File: config.mk
export PLATFORM = sky130hd
export DESIGN_NAME = collision_sequencer_flat
export DESIGN_NICKNAME = d
export VERILOG_FILES = /design/src/rtl/collision_pkg.sv /design/src/rtl/collision_sequencer_if.sv /design/src/rtl/corner_addr_gen.sv /design/src/rtl/collision_sequencer.sv /design/src/flat_wrapper.sv
export SDC_FILE = /design/constraint.sdc
export NUM_CORES = 1
export LEC_CHECK = 0
export BUFFER_PORTS_ARGS = -buffer_cell sky130_fd_sc_hd__buf_2
export CAP_MARGIN = 10
export CORE_MARGIN = 2
export CORE_UTILIZATION = 60
export CTS_BUF_LIST = sky130_fd_sc_hd__clkbuf_4
export DETAILED_ROUTE_END_ITERATION = 6
export GPL_TIMING_DRIVEN = 0
export HOLD_SLACK_MARGIN = 0.12
export PLACE_DENSITY = 0.95
export SYNTH_ARGS = -nofsm -noshare
export SYNTH_HDL_FRONTEND = slang
export SYNTH_SLANG_ARGS = --single-unit
File: constraint.sdc
create_clock -name clock -period 13.2 [get_ports clock]
set_input_delay 0.66 -clock clock [delete_from_list [all_inputs] [get_ports clock]]
set_output_delay 0.66 -clock clock [all_outputs]
set_load 0.005 [all_outputs]
File: src/rtl/collision_pkg.sv
// Shared types and constants for the map-collision sequencer and its corner address generator.
package collision_pkg;

  localparam int unsigned MAP_W_DEF       = 256;
  localparam int unsigned MAP_H_DEF       = 176;
  localparam int unsigned SPRITE_SIZE_DEF = 16;
  localparam int unsigned MOVE_PX         = 1;
  localparam int unsigned ADDR_W          = 17;

  typedef enum logic [2:0] {
    DirNoAction = 3'd0,
    DirAttack   = 3'd1,
    DirUp       = 3'd2,
    DirDown     = 3'd3,
    DirLeft     = 3'd4,
    DirRight    = 3'd5
  } dir_e;

  typedef enum logic [2:0] {
    StIdle,
    StLoad,
    StIssue,
    StDrain,
    StNext,
    StFin
  } state_e;

  function automatic logic is_move(logic [2:0] dir);
    return (dir == DirUp) || (dir == DirDown) || (dir == DirLeft) || (dir == DirRight);
  endfunction

endpackage

File: src/rtl/collision_sequencer_if.sv
// Game-control and level-map ROM signals of the collision sequencer.
interface collision_sequencer_if
  import collision_pkg::*;
#(
  parameter int unsigned NUM_ENT = 2
);
  logic                   start;
  logic [9*NUM_ENT-1:0]   ent_x;
  logic [8*NUM_ENT-1:0]   ent_y;
  logic [3*NUM_ENT-1:0]   ent_dir;
  logic [ADDR_W-1:0]      rom_address;
  logic                   rom_q;
  logic [NUM_ENT-1:0]     map_collision;
  logic [NUM_ENT-1:0]     overlap;
  logic                   busy;
  logic                   done;

  // Environment side: game control plus the ROM data return.
  modport master (
    output start, ent_x, ent_y, ent_dir, rom_q,
    input  rom_address, map_collision, overlap, busy, done
  );

  modport slave (
    input  start, ent_x, ent_y, ent_dir, rom_q,
    output rom_address, map_collision, overlap, busy, done
  );
endinterface

File: src/rtl/corner_addr_gen.sv
// Combinational next-position corner address for one sprite, plus the map-edge exception flag.
module corner_addr_gen
  import collision_pkg::*;
#(
  parameter int unsigned SPRITE_SIZE = SPRITE_SIZE_DEF,
  parameter int unsigned MAP_W       = MAP_W_DEF,
  parameter int unsigned MAP_H       = MAP_H_DEF
) (
  input  logic [8:0]        x,
  input  logic [7:0]        y,
  input  logic [2:0]        dir,
  input  logic [1:0]        corner,
  output logic [ADDR_W-1:0] address,
  output logic              exception
);

  logic [8:0] nx;
  logic [7:0] ny;
  logic [8:0] cx;
  logic [7:0] cy;

  always_comb begin
    nx        = x;
    ny        = y;
    exception = 1'b0;
    case (dir)
      DirUp: begin
        exception = (y == '0);
        ny        = y - 8'(MOVE_PX);
      end
      DirDown: begin
        exception = (32'(y) + SPRITE_SIZE == MAP_H);
        ny        = y + 8'(MOVE_PX);
      end
      DirLeft: begin
        exception = (x == '0);
        nx        = x - 9'(MOVE_PX);
      end
      DirRight: begin
        exception = (32'(x) + SPRITE_SIZE == MAP_W);
        nx        = x + 9'(MOVE_PX);
      end
      default: ;
    endcase
    // corner[0] selects the right edge, corner[1] the bottom edge: TL, TR, BL, BR.
    cx      = nx + (corner[0] ? 9'(SPRITE_SIZE - 1) : 9'd0);
    cy      = ny + (corner[1] ? 8'(SPRITE_SIZE - 1) : 8'd0);
    address = ADDR_W'(cy) * ADDR_W'(MAP_W) + ADDR_W'(cx);
  end

endmodule

File: src/rtl/collision_sequencer.sv
// Time-shares one level-map ROM to produce a per-entity map-collision flag after a start pulse.
// Optional ENTITY_OVERLAP_EN macro builds player/entity bounding-box overlap flags.
module collision_sequencer
  import collision_pkg::*;
#(
  parameter int unsigned NUM_ENT     = 2,
  parameter int unsigned SPRITE_SIZE = SPRITE_SIZE_DEF,
  parameter int unsigned MAP_W       = MAP_W_DEF,
  parameter int unsigned MAP_H       = MAP_H_DEF,
  parameter int unsigned ROM_LATENCY = 1
) (
  input logic                  clock,
  input logic                  reset,
  collision_sequencer_if.slave bus
);

  localparam int unsigned IDX_W = (NUM_ENT > 1) ? $clog2(NUM_ENT) : 1;

  state_e                 state_q, state_d;
  logic [8:0]             x_q   [NUM_ENT];
  logic [7:0]             y_q   [NUM_ENT];
  logic [2:0]             dir_q [NUM_ENT];
  logic [IDX_W-1:0]       ent_q;
  logic [1:0]             corner_q;
  logic [1:0]             drain_q;
  logic                   res_q;
  logic [ROM_LATENCY-1:0] vld_q;
  logic [NUM_ENT-1:0]     pend_q, pend_next;
  logic [NUM_ENT-1:0]     mc_q, ov_q, ov_calc;
  logic [ADDR_W-1:0]      gen_addr;
  logic                   gen_exc;
  logic                   last_ent;

  corner_addr_gen #(
    .SPRITE_SIZE (SPRITE_SIZE),
    .MAP_W       (MAP_W),
    .MAP_H       (MAP_H)
  ) u_corner_addr_gen (
    .x         (x_q[ent_q]),
    .y         (y_q[ent_q]),
    .dir       (dir_q[ent_q]),
    .corner    (corner_q),
    .address   (gen_addr),
    .exception (gen_exc)
  );

  assign last_ent = (ent_q == IDX_W'(NUM_ENT - 1));

  always_comb begin
    pend_next        = pend_q;
    pend_next[ent_q] = res_q;
  end

`ifdef ENTITY_OVERLAP_EN
  logic [8:0] dx;
  logic [7:0] dy;
  always_comb begin
    ov_calc = '0;
    dx      = '0;
    dy      = '0;
    for (int e = 1; e < NUM_ENT; e++) begin
      dx = (x_q[0] >= x_q[e]) ? x_q[0] - x_q[e] : x_q[e] - x_q[0];
      dy = (y_q[0] >= y_q[e]) ? y_q[0] - y_q[e] : y_q[e] - y_q[0];
      ov_calc[e] = (32'(dx) < SPRITE_SIZE) && (32'(dy) < SPRITE_SIZE);
    end
  end
`else
  assign ov_calc = '0;
`endif

  always_comb begin
    state_d = state_q;
    case (state_q)
      StIdle:  if (bus.start) state_d = StLoad;
      StLoad:  state_d = (!is_move(dir_q[ent_q]) || gen_exc) ? StNext : StIssue;
      StIssue: if (corner_q == 2'd3) state_d = StDrain;
      StDrain: if (drain_q == 2'(ROM_LATENCY - 1)) state_d = StNext;
      StNext:  state_d = last_ent ? StFin : StLoad;
      StFin:   state_d = StIdle;
      default: state_d = StIdle;
    endcase
  end

  always_ff @(posedge clock) begin
    if (reset) begin
      state_q  <= StIdle;
      ent_q    <= '0;
      corner_q <= '0;
      drain_q  <= '0;
      res_q    <= 1'b0;
      vld_q    <= '0;
      pend_q   <= '0;
      mc_q     <= '0;
      ov_q     <= '0;
      for (int e = 0; e < NUM_ENT; e++) begin
        x_q[e]   <= '0;
        y_q[e]   <= '0;
        dir_q[e] <= '0;
      end
    end else begin
      state_q  <= state_d;
      // Tags each issued read so its rom_q sample is taken ROM_LATENCY cycles later.
      vld_q[0] <= (state_q == StIssue);
      for (int i = 1; i < ROM_LATENCY; i++) vld_q[i] <= vld_q[i-1];
      case (state_q)
        StIdle: begin
          if (bus.start) begin
            for (int e = 0; e < NUM_ENT; e++) begin
              x_q[e]   <= bus.ent_x[9*e +: 9];
              y_q[e]   <= bus.ent_y[8*e +: 8];
              dir_q[e] <= bus.ent_dir[3*e +: 3];
            end
            ent_q  <= '0;
            pend_q <= '0;
          end
        end
        StLoad: begin
          res_q    <= gen_exc;
          corner_q <= '0;
          drain_q  <= '0;
        end
        StIssue: corner_q <= corner_q + 2'd1;
        StDrain: drain_q <= drain_q + 2'd1;
        StNext: begin
          pend_q <= pend_next;
          if (last_ent) begin
            mc_q <= pend_next;
            ov_q <= ov_calc;
          end else begin
            ent_q <= ent_q + IDX_W'(1);
          end
        end
        default: ;
      endcase
      if (vld_q[ROM_LATENCY-1]) res_q <= res_q | ~bus.rom_q;
    end
  end

  assign bus.rom_address   = (state_q == StIssue) ? gen_addr : '0;
  assign bus.map_collision = mc_q;
  assign bus.overlap       = ov_q;
  assign bus.done          = (state_q == StFin);
  assign bus.busy          = (state_q != StIdle) && (state_q != StFin);

endmodule
File: src/flat_wrapper.sv
// flat-port wrapper written by rule: the top's interface ports become plain ports
module collision_sequencer_flat import collision_pkg::*;
#(
  parameter int unsigned NUM_ENT     = 2,
  parameter int unsigned SPRITE_SIZE = SPRITE_SIZE_DEF,
  parameter int unsigned MAP_W       = MAP_W_DEF,
  parameter int unsigned MAP_H       = MAP_H_DEF,
  parameter int unsigned ROM_LATENCY = 1
)
  (clock, reset, bus_start, bus_ent_x, bus_ent_y, bus_ent_dir, bus_rom_q, bus_rom_address, bus_map_collision, bus_overlap, bus_busy, bus_done);
  collision_sequencer_if #(.NUM_ENT(NUM_ENT)) bus_i ();
  input logic clock;
  input logic reset;
  input wire logic [$bits(bus_i.start)-1:0] bus_start;
  input wire logic [$bits(bus_i.ent_x)-1:0] bus_ent_x;
  input wire logic [$bits(bus_i.ent_y)-1:0] bus_ent_y;
  input wire logic [$bits(bus_i.ent_dir)-1:0] bus_ent_dir;
  input wire logic [$bits(bus_i.rom_q)-1:0] bus_rom_q;
  output wire logic [$bits(bus_i.rom_address)-1:0] bus_rom_address;
  output wire logic [$bits(bus_i.map_collision)-1:0] bus_map_collision;
  output wire logic [$bits(bus_i.overlap)-1:0] bus_overlap;
  output wire logic [$bits(bus_i.busy)-1:0] bus_busy;
  output wire logic [$bits(bus_i.done)-1:0] bus_done;
  assign bus_i.start = bus_start;
  assign bus_i.ent_x = bus_ent_x;
  assign bus_i.ent_y = bus_ent_y;
  assign bus_i.ent_dir = bus_ent_dir;
  assign bus_i.rom_q = bus_rom_q;
  assign bus_rom_address = bus_i.rom_address;
  assign bus_map_collision = bus_i.map_collision;
  assign bus_overlap = bus_i.overlap;
  assign bus_busy = bus_i.busy;
  assign bus_done = bus_i.done;
  collision_sequencer #(.NUM_ENT(NUM_ENT), .SPRITE_SIZE(SPRITE_SIZE), .MAP_W(MAP_W), .MAP_H(MAP_H), .ROM_LATENCY(ROM_LATENCY)) u_core (.clock(clock), .reset(reset), .bus(bus_i));
endmodule
==> impl_results.html <==
<table>
<tr><th>Metric</th><th>Value</th></tr>
<tr><th colspan="2">Run status</th></tr>
<tr><td>Status</td><td>finished, final reports clean</td></tr>
<tr><th colspan="2">Placed design</th></tr>
<tr><td>Half-perimeter wire length of the detailed placement result</td><td>7146 um</td></tr>
<tr><td>Port Buffer Count</td><td>64</td></tr>
<tr><td>Pre-CTS setup slack</td><td>7.625 ns</td></tr>
<tr><td>Placer Congestion</td><td>around 0.9</td></tr>
<tr><th colspan="2">Worst setup path</th></tr>
<tr><td>Reg-to-reg critical path endpoint</td><td>u_core.state_q[2]$_SDFFE_PP0P_</td></tr>
<tr><td>Chain of cells forming the critical path</td><td>buf_6, buf_8, nand4b_2, nand2_2, inv_1, ha_1, nand2b_1, a21o_1, a21o_1, a21oi_1, nor2_1, ha_1, a21oi_1, a211oi_1, nand4_1, xnor2_1, ha_1, ha_1, nand3_1, maj3_1, a21oi_1, xnor2_1, nor2_1, buf_2</td></tr>
<tr><td>Logic depth of the worst register-to-register path</td><td>11</td></tr>
<tr><td>Buf+Inv Stages, Crit Path</td><td>4</td></tr>
<tr><td>Crit path kind</td><td>flop to output pin</td></tr>
<tr><td>Critical path's most frequent cell</td><td>sky130_fd_sc_hd__ha_1</td></tr>
<tr><td>Reg-to-reg slack, setup</td><td>between 10 and 15 ns</td></tr>
<tr><td>Worst path top cell family by delay</td><td>adder cells</td></tr>
<tr><td>Maximum single-stage delay on the critical path</td><td>0.51 ns</td></tr>
<tr><td>Type of destination of the critical path</td><td>output pin</td></tr>
<tr><td>Count of cell instances traversed by the critical path</td><td>24</td></tr>
<tr><td>Crit path DAT</td><td>~5.4 ns</td></tr>
<tr><td>Critical Path Start Type</td><td>flop</td></tr>
<tr><td>Critical path data required time</td><td>approximately 13 ns</td></tr>
<tr><td>Slowest cell on crit path</td><td>sky130_fd_sc_hd__dfxtp_1</td></tr>
<tr><td>Top fanout value on the critical path</td><td>10</td></tr>
<tr><th colspan="2">Floorplanning</th></tr>
<tr><td>Site row count</td><td>30</td></tr>
<tr><td>Area inside the core boundary</td><td>~6800 um2</td></tr>
<tr><td>Horizontal die dimension</td><td>between 80 and 90 um</td></tr>
<tr><td>Top Ports</td><td>67</td></tr>
<tr><td>Vertical die dimension</td><td>roughly 90 um</td></tr>
<tr><td>Area of the die</td><td>between 7000 and 8000 um2</td></tr>
<tr><td>Starting Density</td><td>roughly 62%</td></tr>
<tr><th colspan="2">CTS</th></tr>
<tr><td>Number of gates resized after cts</td><td>0</td></tr>
<tr><td>Clk slew on worst S/H paths</td><td>0.16 ns</td></tr>
<tr><td>Clock latency on the worst-skew pair</td><td>about 0.38 ns</td></tr>
<tr><td>Clock tree from TritonCTS</td><td>built</td></tr>
<tr><td>Hold-fix buffers, CTS</td><td>0</td></tr>
<tr><td>Total CTS buffers</td><td>5</td></tr>
<tr><td>Setup fix buffers added after clock tree synthesis</td><td>0</td></tr>
<tr><td>Root buffer cell</td><td>sky130_fd_sc_hd__clkbuf_4</td></tr>
<tr><td>Bufs on Longest Clock Path</td><td>2</td></tr>
<tr><td>Max H-tree Level</td><td>2</td></tr>
<tr><td>Total number of clock tree sinks</td><td>54</td></tr>
<tr><th colspan="2">Yosys</th></tr>
<tr><td>Cells after Synth</td><td>roughly 450</td></tr>
<tr><td>Mean instance size in the synthesized netlist</td><td>approximately 9.4 um2</td></tr>
<tr><td>Post-synthesis register bit count</td><td>54</td></tr>
<tr><td>Main synth FF type</td><td>sky130_fd_sc_hd__edfxtp_1</td></tr>
<tr><td>Synth warnings</td><td>0</td></tr>
<tr><td>Largest area contributor in the netlist</td><td>sky130_fd_sc_hd__edfxtp_1</td></tr>
<tr><td>Ys async rst share</td><td>0%</td></tr>
<tr><td>Post-synthesis cell type count</td><td>80</td></tr>
<tr><td>Proportion of synthesized chip area in sequential cells</td><td>between 30% and 40%</td></tr>
<tr><td>Leading cell types by total area after synthesis</td><td>sky130_fd_sc_hd__edfxtp_1, sky130_fd_sc_hd__dfxtp_1, sky130_fd_sc_hd__and2_1</td></tr>
<tr><td>Synthesized cell area</td><td>4243 um2</td></tr>
<tr><td>Proportion of netlist area held by the largest area contributor</td><td>between 20% and 30%</td></tr>
<tr><td>EDFF count, synth</td><td>40</td></tr>
<tr><th colspan="2">Hold path</th></tr>
<tr><td>Number of stages on the worst hold path</td><td>2</td></tr>
<tr><td>Worst min-delay path category</td><td>flop to flop</td></tr>
<tr><td>End of the worst hold path</td><td>u_core.drain_q[1]$_SDFFE_PP0P_</td></tr>
<tr><td>Hold_sp</td><td>u_core.drain_q[1]$_SDFFE_PP0P_</td></tr>
<tr><th colspan="2">Run</th></tr>
<tr><td>Max-cap viol count</td><td>0</td></tr>
<tr><th colspan="2">Pwr</th></tr>
<tr><td>Max VDD drop</td><td>0.07651 mV</td></tr>
<tr><td>Leakage</td><td>between 2 and 2.5 nW</td></tr>
<tr><td>Total power per unit cell area</td><td>approximately 110 nW/um2</td></tr>
<tr><th colspan="2">Timing</th></tr>
<tr><td>Max Slew Vio Count</td><td>0</td></tr>
<tr><td>RSZ-0062 raised after global routing</td><td>false</td></tr>
<tr><td>Layout Skew</td><td>between 0.02 and 0.025 ns</td></tr>
<tr><td>Post-route fraction of the period consumed by the critical path</td><td>45.77%</td></tr>
<tr><td>Number of hold-slack violations in the final timing report</td><td>0</td></tr>
<tr><td>Final min period</td><td>about 6.0 ns</td></tr>
<tr><td>Setup-violating endpoint count in the final report</td><td>0</td></tr>
<tr><td>Achievable frequency</td><td>165.5 MHz</td></tr>
<tr><td>Relative slew slack</td><td>about 39%</td></tr>
<tr><td>Accumulated negative setup slack</td><td>0 ns</td></tr>
<tr><td>Transition time at the pin with the least slew margin</td><td>around 0.9 ns</td></tr>
<tr><td>Final WS setup</td><td>7.158 ns</td></tr>
<tr><th colspan="2">Final layout</th></tr>
<tr><td>Total of fill cells in the finished design</td><td>523</td></tr>
<tr><td>Number of nets in the layout</td><td>slightly below 600</td></tr>
<tr><td>Area growth from synthesis to layout</td><td>11.94%</td></tr>
<tr><td>Antenna Diode Count</td><td>0</td></tr>
<tr><td>Share of post-route cells with drive strength above 1</td><td>22.41%</td></tr>
<tr><th colspan="2">GRT</th></tr>
<tr><td>Antenna violations before repair</td><td>0</td></tr>
<tr><td>Number of global-route vias before repair</td><td>3,236</td></tr>
<tr><td>Wire length of the first global-routing pass</td><td>14,660 um</td></tr>
<tr><td>Grt ovf</td><td>0</td></tr>
<tr><td>Combined global-route utilization of all metal layers</td><td>around 24%</td></tr>
<tr><td>Pin count of the biggest net entering global routing</td><td>41</td></tr>
<tr><th colspan="2">Routing</th></tr>
<tr><td>Total routed wirelength</td><td>slightly below 9000 um</td></tr>
<tr><td>Number of vias per cell</td><td>between 5 and 6</td></tr>
<tr><td>Detailed Routing Iterations Pass 1</td><td>4</td></tr>
<tr><td>Post-DRT Antenna Nets</td><td>0</td></tr>
<tr><td>DRC violations left</td><td>0</td></tr>
<tr><td>Vias post-DR</td><td>about 3,500</td></tr>
<tr><td>Starting DRC count in detailed routing</td><td>around 300</td></tr>
<tr><td>WL per Instance</td><td>between 10 and 15 um</td></tr>
</table>
## placed cells by master, fill, tap and decap left out, types with 3 or more instances in the layout
master                     Yosys  layout
sky130_fd_sc_hd__a211oi_1      4       4
sky130_fd_sc_hd__a21o_1        6       6
sky130_fd_sc_hd__a21oi_1      24      24
sky130_fd_sc_hd__a31oi_1       4       4
sky130_fd_sc_hd__and2_1       44      44
sky130_fd_sc_hd__buf_2         0      64
sky130_fd_sc_hd__buf_6         3       3
sky130_fd_sc_hd__clkbuf_1     12      12
sky130_fd_sc_hd__clkbuf_4      0       5
sky130_fd_sc_hd__dfxtp_1      14      14
sky130_fd_sc_hd__edfxtp_1     40      40
sky130_fd_sc_hd__ha_1         22      22
sky130_fd_sc_hd__inv_1        19      19
sky130_fd_sc_hd__mux2_2        8       8
sky130_fd_sc_hd__mux2i_1      15      15
sky130_fd_sc_hd__nand2_1      28      28
sky130_fd_sc_hd__nand2b_1     10       9
sky130_fd_sc_hd__nand3_1      12      12
sky130_fd_sc_hd__nand4_1       6       6
sky130_fd_sc_hd__nor2_1       43      43
sky130_fd_sc_hd__nor2b_1      10      10
sky130_fd_sc_hd__nor3_1       10      10
sky130_fd_sc_hd__o21a_1        3       3
sky130_fd_sc_hd__o21ai_0      14      14
sky130_fd_sc_hd__or3_1         3       3
sky130_fd_sc_hd__xnor2_1      17      17
sky130_fd_sc_hd__xor2_1        9       9
## cells in the mapped netlist (all sizes together) (3+ instances only)
cell type	instances
and2	44
nor2	44
edfxtp	40
nand2	31
a21oi	26
ha	22
inv	20
o21ai	19
xnor2	19
mux2i	18
dfxtp	14
nand3	13
clkbuf	12
nor3	11
nand2b	10
nor2b	10
mux2	9
xor2	9
a21o	6
buf	6
nand4	6
a211oi	5
a31oi	4
nand4b	4
a311oi	3
a41oi	3
o21a	3
or2	3
or3	3
## state kept, by name, summed over array words and instances (netlist names), named ones only
signal and count:
u_core.x_q 18, u_core.y_q 16, u_core.dir_q 6, u_core.state_q 3, u_core.bus.map_collision 2, u_core.corner_q 2, u_core.drain_q 2, u_core.ent_q 1
u_core.pend_q 1, u_core.res_q 1, u_core.vld_q 1
## worst max path at each step
stage | from | to | slack [ns]
after floorplan | flop | bus_rom_address[14] | 8.37
after global placement | flop | bus_rom_address[14] | 7.73
after detailed placement | flop | bus_rom_address[14] | 7.63
after CTS | flop | bus_rom_address[14] | 7.16
after global routing | flop | bus_rom_address[14] | 6.76
final | flop | bus_rom_address[14] | 7.16
## metrics by stage
stage	hold WS, ns	power, W	utilization (%)	cell area [um2]	cells
final	0.4646	0.0005002	69.52	4750	618
after global routing	0.4847	0.0005312	69.52	4750	618
after CTS	0.4638	0.0004986	69.52	4750	618
after detailed placement	0.4438	0.0004242	68.64	4690	610
after global placement	0.4410	0.0004141	68.61	4687	610
after floorplan	0.4319	0.0003766	-	4247	450
## worst register-to-register path: stages (launching register included)
cell                      delay [ns]
sky130_fd_sc_hd__dfxtp_1        0.51
sky130_fd_sc_hd__buf_6          0.24
sky130_fd_sc_hd__buf_8          0.18
sky130_fd_sc_hd__buf_6          0.18
sky130_fd_sc_hd__mux2i_1        0.48
sky130_fd_sc_hd__nor3_1         0.10
sky130_fd_sc_hd__a41oi_1        0.18
sky130_fd_sc_hd__nor4_1         0.08
sky130_fd_sc_hd__a41oi_1        0.40
sky130_fd_sc_hd__a21oi_1        0.12
sky130_fd_sc_hd__nor2_1         0.14
sky130_fd_sc_hd__nor3_2         0.06
## layout make-up
type | count | area [um2] | area share (%)
Clock inverter | 3 | 22.52 | 0.4742
Inverter | 20 | 75.07 | 1.581
Buffer | 18 | 108.9 | 2.292
Multi-Input combinational cell | 358 | 2584 | 54.40
Tap cell | 96 | 120.1 | 2.529
Sequential cell | 54 | 1481 | 31.19
Clock buffer | 5 | 37.54 | 0.7903
Timing Repair Buffer | 64 | 320.3 | 6.744
## report_power, final
part / switching [W] / total, W / internal, W
Sequential: 0.0000110 / 0.000215 / 0.000204
Combinational: 0.000121 / 0.000208 / 0.0000873
Clock: 0.0000554 / 0.0000774 / 0.0000220
## metal layers
| layer | track usage, % | up-vias | wire [um] |
|---|---|---|---|
| met2 | 41.32 | 126 | 4314 |
| met5 | 0 | - | 0 |
| met4 | 7.300 | 0 | 192 |
| met1 | 31.69 | 1593 | 3902 |
| met3 | 3.582 | 22 | 540 |
| li1 | - | 1751 | - |
## cell families (layout without fill, tap and decap cells)
logic type,count (synthesis),in the layout,share of synthesized area (%)
AND/OR/NAND/NOR,192,192,25.42
AO/OA/AOI/OAI,84,84,14.24
flip-flops,54,54,34.92
buffers and inverters,38,110,4.335
XOR/XNOR,28,28,6.134
multiplexers,27,27,7.195
adder cells (fa/ha/maj),25,25,7.667
other,1,2,0.08838
Note: power is estimated with default switching activity, not from simulation.
